### src/rtl/dds_freq_meter.sv
// Reciprocal frequency meter for an unsigned sample stream: hysteresis crossing detector,
// period count over 2**CYC_LOG2 signal periods, peak tracking and a no-signal timeout.
module dds_freq_meter #(
   parameter int DATA_W       = 8,
   parameter int MID          = 128,
   parameter int HYST         = 8,
   parameter int CYC_LOG2     = 4,
   parameter int CNT_W        = 32,
   parameter int TIMEOUT_CLKS = 24_000_000
) (
   input  logic              sys_clk,
   input  logic              sys_rst,
   input  logic [DATA_W-1:0] sample_in,
   input  logic              sample_valid,
   input  logic              start,
   output logic              busy,
   output logic              done,
   output logic              timeout,
   output logic [CNT_W-1:0]  period_cnt,
   output logic [DATA_W-1:0] peak_max,
   output logic [DATA_W-1:0] peak_min
);

   typedef enum logic [1:0] {S_IDLE, S_ARM, S_MEAS} state_t;

   localparam int                TO_W      = $clog2(TIMEOUT_CLKS + 1);
   localparam logic [DATA_W-1:0] HI_TH     = DATA_W'(MID + HYST);
   localparam logic [DATA_W-1:0] LO_TH     = DATA_W'(MID - HYST);
   localparam logic [TO_W-1:0]   TO_LAST   = TO_W'(TIMEOUT_CLKS - 1);
   localparam logic [CYC_LOG2-1:0] EDGE_LAST = '1;

   state_t              state_q, state_d;
   logic                flag_q, flag_d;
   logic                rise_q, rise_d;
   logic [CYC_LOG2-1:0] edge_cnt_q, edge_cnt_d;
   logic [CNT_W-1:0]    per_cnt_q, per_cnt_d;
   logic [TO_W-1:0]     to_cnt_q, to_cnt_d;
   logic [DATA_W-1:0]   run_max_q, run_max_d;
   logic [DATA_W-1:0]   run_min_q, run_min_d;
   logic                done_q, done_d;
   logic                timeout_q, timeout_d;
   logic [CNT_W-1:0]    period_cnt_q, period_cnt_d;
   logic [DATA_W-1:0]   peak_max_q, peak_max_d;
   logic [DATA_W-1:0]   peak_min_q, peak_min_d;

   logic start_ok, meas_done, expire;

   // A start landing in the done/timeout cycle is dropped.
   assign start_ok  = (state_q == S_IDLE) && start && !done_q && !timeout_q;
   assign meas_done = (state_q == S_MEAS) && rise_q && (edge_cnt_q == EDGE_LAST);
   assign expire    = (state_q != S_IDLE) && (to_cnt_q == TO_LAST);

   // NOTE: sequential state uses non-blocking assignments so every flop samples pre-edge values.
   always_ff @(posedge sys_clk) begin
      if (sys_rst) state_q <= S_IDLE;
      else         state_q <= state_d;
   end

   // NOTE: every combinational output gets a default first, so no path can infer a latch.
   always_comb begin
      state_d = state_q;
      case (state_q)
         S_IDLE:  if (start_ok) state_d = S_ARM;
         S_ARM:   if (expire) state_d = S_IDLE;
                  else if (rise_q) state_d = S_MEAS;
         S_MEAS:  if (meas_done || expire) state_d = S_IDLE;
         default: state_d = S_IDLE;
      endcase
   end

   always_comb begin
      busy = (state_q == S_ARM) || (state_q == S_MEAS);
   end

   always_comb begin
      flag_d       = flag_q;
      edge_cnt_d   = edge_cnt_q;
      per_cnt_d    = per_cnt_q;
      to_cnt_d     = to_cnt_q;
      run_max_d    = run_max_q;
      run_min_d    = run_min_q;
      period_cnt_d = period_cnt_q;
      peak_max_d   = peak_max_q;
      peak_min_d   = peak_min_q;
      done_d       = meas_done;
      timeout_d    = expire && !meas_done;

      if (sample_valid) begin
         if (sample_in >= HI_TH)     flag_d = 1'b1;
         else if (sample_in < LO_TH) flag_d = 1'b0;
      end
      rise_d = flag_d && !flag_q;

      if (start_ok) begin
         to_cnt_d  = TO_W'(1);
         run_max_d = '0;
         run_min_d = '1;
      end

      if (busy) begin
         to_cnt_d = to_cnt_q + 1'b1;
         if (sample_valid) begin
            if (sample_in > run_max_q) run_max_d = sample_in;
            if (sample_in < run_min_q) run_min_d = sample_in;
         end
      end

      // per_cnt_q reads 1 the cycle after t0, so it equals (now - t0) on each later rise.
      if (state_q == S_ARM && rise_q) begin
         edge_cnt_d = '0;
         per_cnt_d  = CNT_W'(1);
      end else if (state_q == S_MEAS) begin
         if (per_cnt_q != '1) per_cnt_d = per_cnt_q + 1'b1;
         if (rise_q)          edge_cnt_d = edge_cnt_q + 1'b1;
      end

      if (meas_done) begin
         period_cnt_d = per_cnt_q;
         peak_max_d   = run_max_q;
         peak_min_d   = run_min_q;
      end
   end

   always_ff @(posedge sys_clk) begin
      if (sys_rst) begin
         flag_q       <= 1'b0;
         rise_q       <= 1'b0;
         edge_cnt_q   <= '0;
         per_cnt_q    <= '0;
         to_cnt_q     <= '0;
         run_max_q    <= '0;
         run_min_q    <= '1;
         done_q       <= 1'b0;
         timeout_q    <= 1'b0;
         period_cnt_q <= '0;
         peak_max_q   <= '0;
         peak_min_q   <= '0;
      end else begin
         flag_q       <= flag_d;
         rise_q       <= rise_d;
         edge_cnt_q   <= edge_cnt_d;
         per_cnt_q    <= per_cnt_d;
         to_cnt_q     <= to_cnt_d;
         run_max_q    <= run_max_d;
         run_min_q    <= run_min_d;
         done_q       <= done_d;
         timeout_q    <= timeout_d;
         period_cnt_q <= period_cnt_d;
         peak_max_q   <= peak_max_d;
         peak_min_q   <= peak_min_d;
      end
   end

   assign done       = done_q;
   assign timeout    = timeout_q;
   assign period_cnt = period_cnt_q;
   assign peak_max   = peak_max_q;
   assign peak_min   = peak_min_q;

endmodule

### config.mk
export PLATFORM = sky130hd
export DESIGN_NAME = dds_freq_meter
export DESIGN_NICKNAME = d
export VERILOG_FILES = /design/src/rtl/dds_freq_meter.sv
export SDC_FILE = /design/constraint.sdc
export NUM_CORES = 1
export LEC_CHECK = 0
export CAP_MARGIN = 20
export CORE_AREA = 2 2 117 141
export DETAILED_ROUTE_END_ITERATION = 8
export DIE_AREA = 0 0 119 143
export GPL_TIMING_DRIVEN = 0
export HOLD_SLACK_MARGIN = 0.03
export PLACE_DENSITY_LB_ADDON = 0.15
export SYNTH_ARGS = -nofsm -noshare
export SYNTH_HDL_FRONTEND = slang
export SYNTH_SLANG_ARGS = --single-unit
### constraint.sdc
create_clock -name sys_clk -period 2.3 [get_ports sys_clk]
set_input_delay 0.46 -clock sys_clk [delete_from_list [all_inputs] [get_ports sys_clk]]
set_output_delay 0.46 -clock sys_clk [all_outputs]
set_load 0.02 [all_outputs]
# Word level (Yosys, flattened, before mapping)
# Index checks and enable logic that the tools add are counted.
# classes
addsub	3
n_lt_le_gt_ge	4
eq_ne	8
muxes	21
n_reduce_logical	25
# ops
op	n
8-bit two-way mux	8
25-bit two-way mux	2
32-bit by 1-bit adder with 32-bit output, second input constant	1
32-bit inequality test, second input constant	1
25-bit by 1-bit adder with 25-bit output, second input constant	1
25-bit equality test, second input constant	1
1-bit logical AND	9
8-bit >= comparator, second input constant	1
8-bit greater-than comparator	1
8-bit by 7-bit less-than comparator with 1-bit output, second input constant	1
8-bit less-than comparator	1
2-bit two-way mux	4
2-bit nonzero test	4
1-bit two-way mux	6
2-bit case mux with 3 select lines	1
2-bit AND reduction	3
4-bit by 1-bit adder with 4-bit output, second input constant	1
4-bit equality test, second input constant	1
1-bit logical NOT	4
2-bit inequality test, second input constant	2
3-bit inequality test, second input constant	1
3-bit AND reduction	1
2-bit by 1-bit equality test with 1-bit output, second input constant	1
2-bit equality test, second input constant	1
other kinds (3)	4
# totals
register_bits	131
inputBits	12
out_inout_bits	51
elab_cells	75

# Depth between registers and ports, before layout
# logic_depth
word_depth	8
depth_mapped	9
depth_no_buf	7

# Worst setup path before layout
# No wires, ideal clock.
# synth_path
path_type	flip-flop to flip-flop
start	reg state_q[1]
end	reg run_max_q[0]
setup_time_ps	115
arrival_time_ps	2315
t_required_ps	2185
setup_slack_ps	-130
stages_incl_launch_ff	9
path_buffers	2
synth_period_minus_slack_ps	2430
cell_sequence	dfxtp_1 -> inv_1 -> ha_1 -> clkbuf_1 -> nand2_1 -> a2111oi_1 -> clkbuf_1 -> nor4b_1 -> o21ba_1
# synth_via
word_cells_on_any_way	11
cone_classes	eq/ne (2); mux (4); reduce/logical (5)
# synth_lines
item	line_no	rtl
from (decl)	32	state_t state_q, state_d;
from (signal assigned)	56	else state_q <= state_d;
2-bit by 1-bit equality test with 1-bit output / 2-bit equality test (equally long branches)	72	busy = (state_q == S_ARM) || (state_q == S_MEAS);
1-bit logical OR (*)	72	
via busy	16	output logic busy,
8-bit two-way mux (*)	100	if (busy) begin
to (signal assigned)	144	run_max_q <= run_max_d;
to (decl)	38	logic [DATA_W-1:0] run_max_q, run_max_d;
# Mark *: on every way through the listed nets, which the timed path passes. The rest lies on a longest branch.
# A chain may end at the register's enable or synchronous reset.

# Worst setup path after layout
# layout_path
start	in sample_in[1]
end	reg run_max_q[6]
# layout_via
elab_chain_len	4
# layout_lines
item	line_no	rtl
from (decl)	13	input logic [DATA_W-1:0] sample_in,
8-bit greater-than comparator	103	if (sample_in > run_max_q) run_max_d = sample_in;
8-bit two-way mux	103	
8-bit two-way mux	102	if (sample_valid) begin
8-bit two-way mux	100	
# No other way between the ends.

==> flow_summary.ini <==
[synthesis]
netlist_area_sq_mm = 0.00616
yosysUniqueCellTypes = 60
synth-seq-area-share_pct = 42.6
dominantRegCellSynth = dfxtp_1
ys_ff_latch = 131
synth_top_family_by_area = simple AND/OR/NAND/NOR gates
synthMuxAreaShare_pct = 1.79
syn_area_per_cell_sq_um = 8.22
synthArstFlopShare_pct = 0
synth_common_cells = 136 x nand2_1, 131 x dfxtp_1, 100 x a21oi_1
synth_xor_area_share_pct = 1.14
synthSimpleGateAreaFrac_pct = 27.0
yosysMostFrequentCell = nand2_1
synth-edff-count = 0
synth.net_count = 784
yosys_warnings = 0
synth_area_leaders = dfxtp_1 43%, nand2_1 8.3%, a21oi_1 8.1%, ha_1 4.5%, or4_1 2.6%
synth_largest_area_cell = dfxtp_1
synth_compound_area_share_pct = 18.7
synth_top_area_share_pct = 42.6
synthAdderAreaFrac_pct = 4.47
synthCells = 750

[floorplanning]
die_x_microns = 119
die_area_sq_mm = 0.0170
start_util_pct = 39.6
io-pin-count = 63
die_h_microns = 143
core-area_sq_mm = 0.0156
rows = 50

[setup_path]
worstPathRequired_ps = 2660
critPathLaunch = sample_in[1]
critical-path-slowest-cell = clkdlybuf4s50_1
reg2reg_from = per_cnt_q[17]
crit_path_max_fanout = 10
critPathLaunchType = input port
crit_end = run_max_q[6]
worst_r2r_endpoint = per_cnt_q[3]
r2r_setup_slack_ps = 90
crit_chain = clkdlybuf4s50_1, ha_1, nor2b_1, o211ai_1, a2111oi_4, buf_4, or4_1, a21oi_1
critPathKind = in2reg
timing.critical_path.slowest_cell_delay_ps = 490
critPathCaptureType = flop
arrival_ps = 2600
r2r_cells = 6

[sta]
maxSlewViolCount = 0
setup_viol = 0
skew_ps = 8.21
relSlewSlack_pct = 53.2
hold_viol_final = 0
layout_min_cycle_time_ps = 2240
tns_ps = 0
grt_setup_unrepaired = true
worst_pin_slew_ps = 702
postLayoutSetupSlackWorst_ps = 56.4
max_freq_ghz = 0.446
fin_crit_sh_pct = 97.5

[placed_design]
port_buffers = 61
post-place-ws_ps = -725
dp_hpwl_microns = 12000
placed_cells = 1019
gp_congestion = 0.868

[cts]
cts_root_buf = clkbuf_16
holdBufCountCts = 0
insertion_delay_ps = 430
cts_tree = yes
clk_pin_slew_ps = 50
cts_made_buffers = 17
numClockSinks = 131
htreeDepth = 4
clock_path_buffers = 2

[drt]
drt_pass1_iterations = 4
vias = 5764
ant_nets = 0
wl_per_cell_microns = 15.7
wl_microns = 16500
drtIter0Drc = 363
drc = 0
viasPerCell = 5.48

[grt]
grt_max_degree = 20
grt_pass1_vias = 5551
grt.total_usage_pct = 20.0
grt-ovfl-total = 0
antenna_found_initial = 0
grt_pass1_wl_microns = 27300

[layout]
finalNonFillerCells = 1052
layout-drive-gt1-share_pct = 10.5
antenna_cells = 0
synthToLayoutAreaGrowth_pct = 27.3
fin_util_pct = 50.4
nets = 865

[pwr]
leakage_nw = 2.72
power_w = 0.00595
peakVddDrop_v = 0.000469
power_density_mw_per_mm2 = 759

[status]
status = complete, no violations

[run]
maxCapViolations = 0

[hold_path]
hp-class = reg2reg
-- report_power, final --
part           internal, W  switching (W)
Combinational     0.000282       0.000501
Sequential         0.00232      0.0000435
Clock              0.00183       0.000975
-- metal layers --
metal	vias up	GRT usage [%]	share of wire, %
met3	28	3.55	3.5
met5	-	0	0
li1	2866	-	-
met2	114	37.1	52
met4	0	8.90	1.9
met1	2756	22.3	42
-- sequential cells by signal, summed over array words and instances (netlist names) --
| register | flops |
|---|---|
| per_cnt_q | 32 |
| period_cnt | 32 |
| to_cnt_q | 25 |
| peak_max | 8 |
| peak_min | 8 |
| run_max_q | 8 |
| run_min_q | 8 |
| edge_cnt_q | 4 |
| state_q | 2 |
| done | 1 |
| flag_q | 1 |
| rise_q | 1 |
| timeout | 1 |
-- per-stage QoR --
stage	area [sq um]	hold slack (ps)
floorplan	6170	419
global placement	7040	439
detailed placement	7040	444
CTS	7720	454
global route	7840	467
finish	7840	451
-- cell type report --
class | instances | area, sq um
flip-flops and latches | 131 | 2630
well taps | 208 | 260
inverters | 22 | 82.6
clock inverters | 10 | 156
clock buffers | 22 | 454
repair buffers | 65 | 658
plain buffers | 41 | 194
fillers | 1480 | 7730
multi-input cells | 553 | 3410
-- worst max-delay path, delay by kind of cell --
kind / cells / cell delay [ps]
AND/OR/NAND/NOR: 2 / 520
buffers and inverters: 2 / 690
adder cells (fa/ha/maj): 1 / 340
AO/OA/AOI/OAI: 3 / 580
-- cell families after synthesis --
group,after synthesis
AND/OR/NAND/NOR,322
AO/OA/AOI/OAI,190
flip-flops,131
buffers and inverters,66
adder cells (fa/ha/maj),22
multiplexers,11
XOR/XNOR,8
-- timing repair --
action	in CTS	in global routing
setup endpoints to repair	59	53
gates resized for setup	20	30
pin swaps	3	4
setup buffers	2	1
-- worst min-delay path by stage --
stage | to | cells after the start | from
3_3_place_gp | rise_q | 1 | flag_q
4_1_cts | period_cnt[15] | 2 | period_cnt[15]
3_5_place_dp | rise_q | 1 | flag_q
5_1_grt | period_cnt[14] | 2 | period_cnt[14]
2_1_floorplan | rise_q | 1 | flag_q
6_report | period_cnt[15] | 2 | period_cnt[15]
-- placed cells by master (no fill, tap or decap), types with 6 or more instances in the layout --
| cell | synthesis | routed |
|---|---|---|
| nand2_1 | 136 | 135 |
| dfxtp_1 | 131 | 125 |
| a21oi_1 | 100 | 100 |
| clkdlybuf4s50_1 | 0 | 55 |
| nor2_1 | 35 | 34 |
| clkbuf_1 | 35 | 29 |
| nand3_1 | 24 | 23 |
| o21ai_0 | 23 | 23 |
| inv_1 | 22 | 22 |
| or4_1 | 21 | 21 |
| ha_1 | 22 | 21 |
| clkbuf_16 | 0 | 17 |
| nor3_1 | 17 | 15 |
| nand4_1 | 13 | 13 |
| and3_1 | 11 | 11 |
| or3_1 | 12 | 11 |
| mux2i_1 | 11 | 11 |
| nand2b_1 | 8 | 8 |
| o31ai_1 | 8 | 8 |
| o21ai_1 | 8 | 8 |
| o211ai_1 | 8 | 8 |
| and4_1 | 7 | 7 |
| xnor2_1 | 6 | 6 |
| o41ai_1 | 6 | 6 |
| or2_2 | 6 | 6 |
| a311oi_1 | 6 | 6 |
| clkbuf_2 | 0 | 6 |
| dfxtp_2 | 0 | 6 |
No activity file was read; power rests on OpenSTA's default activity.
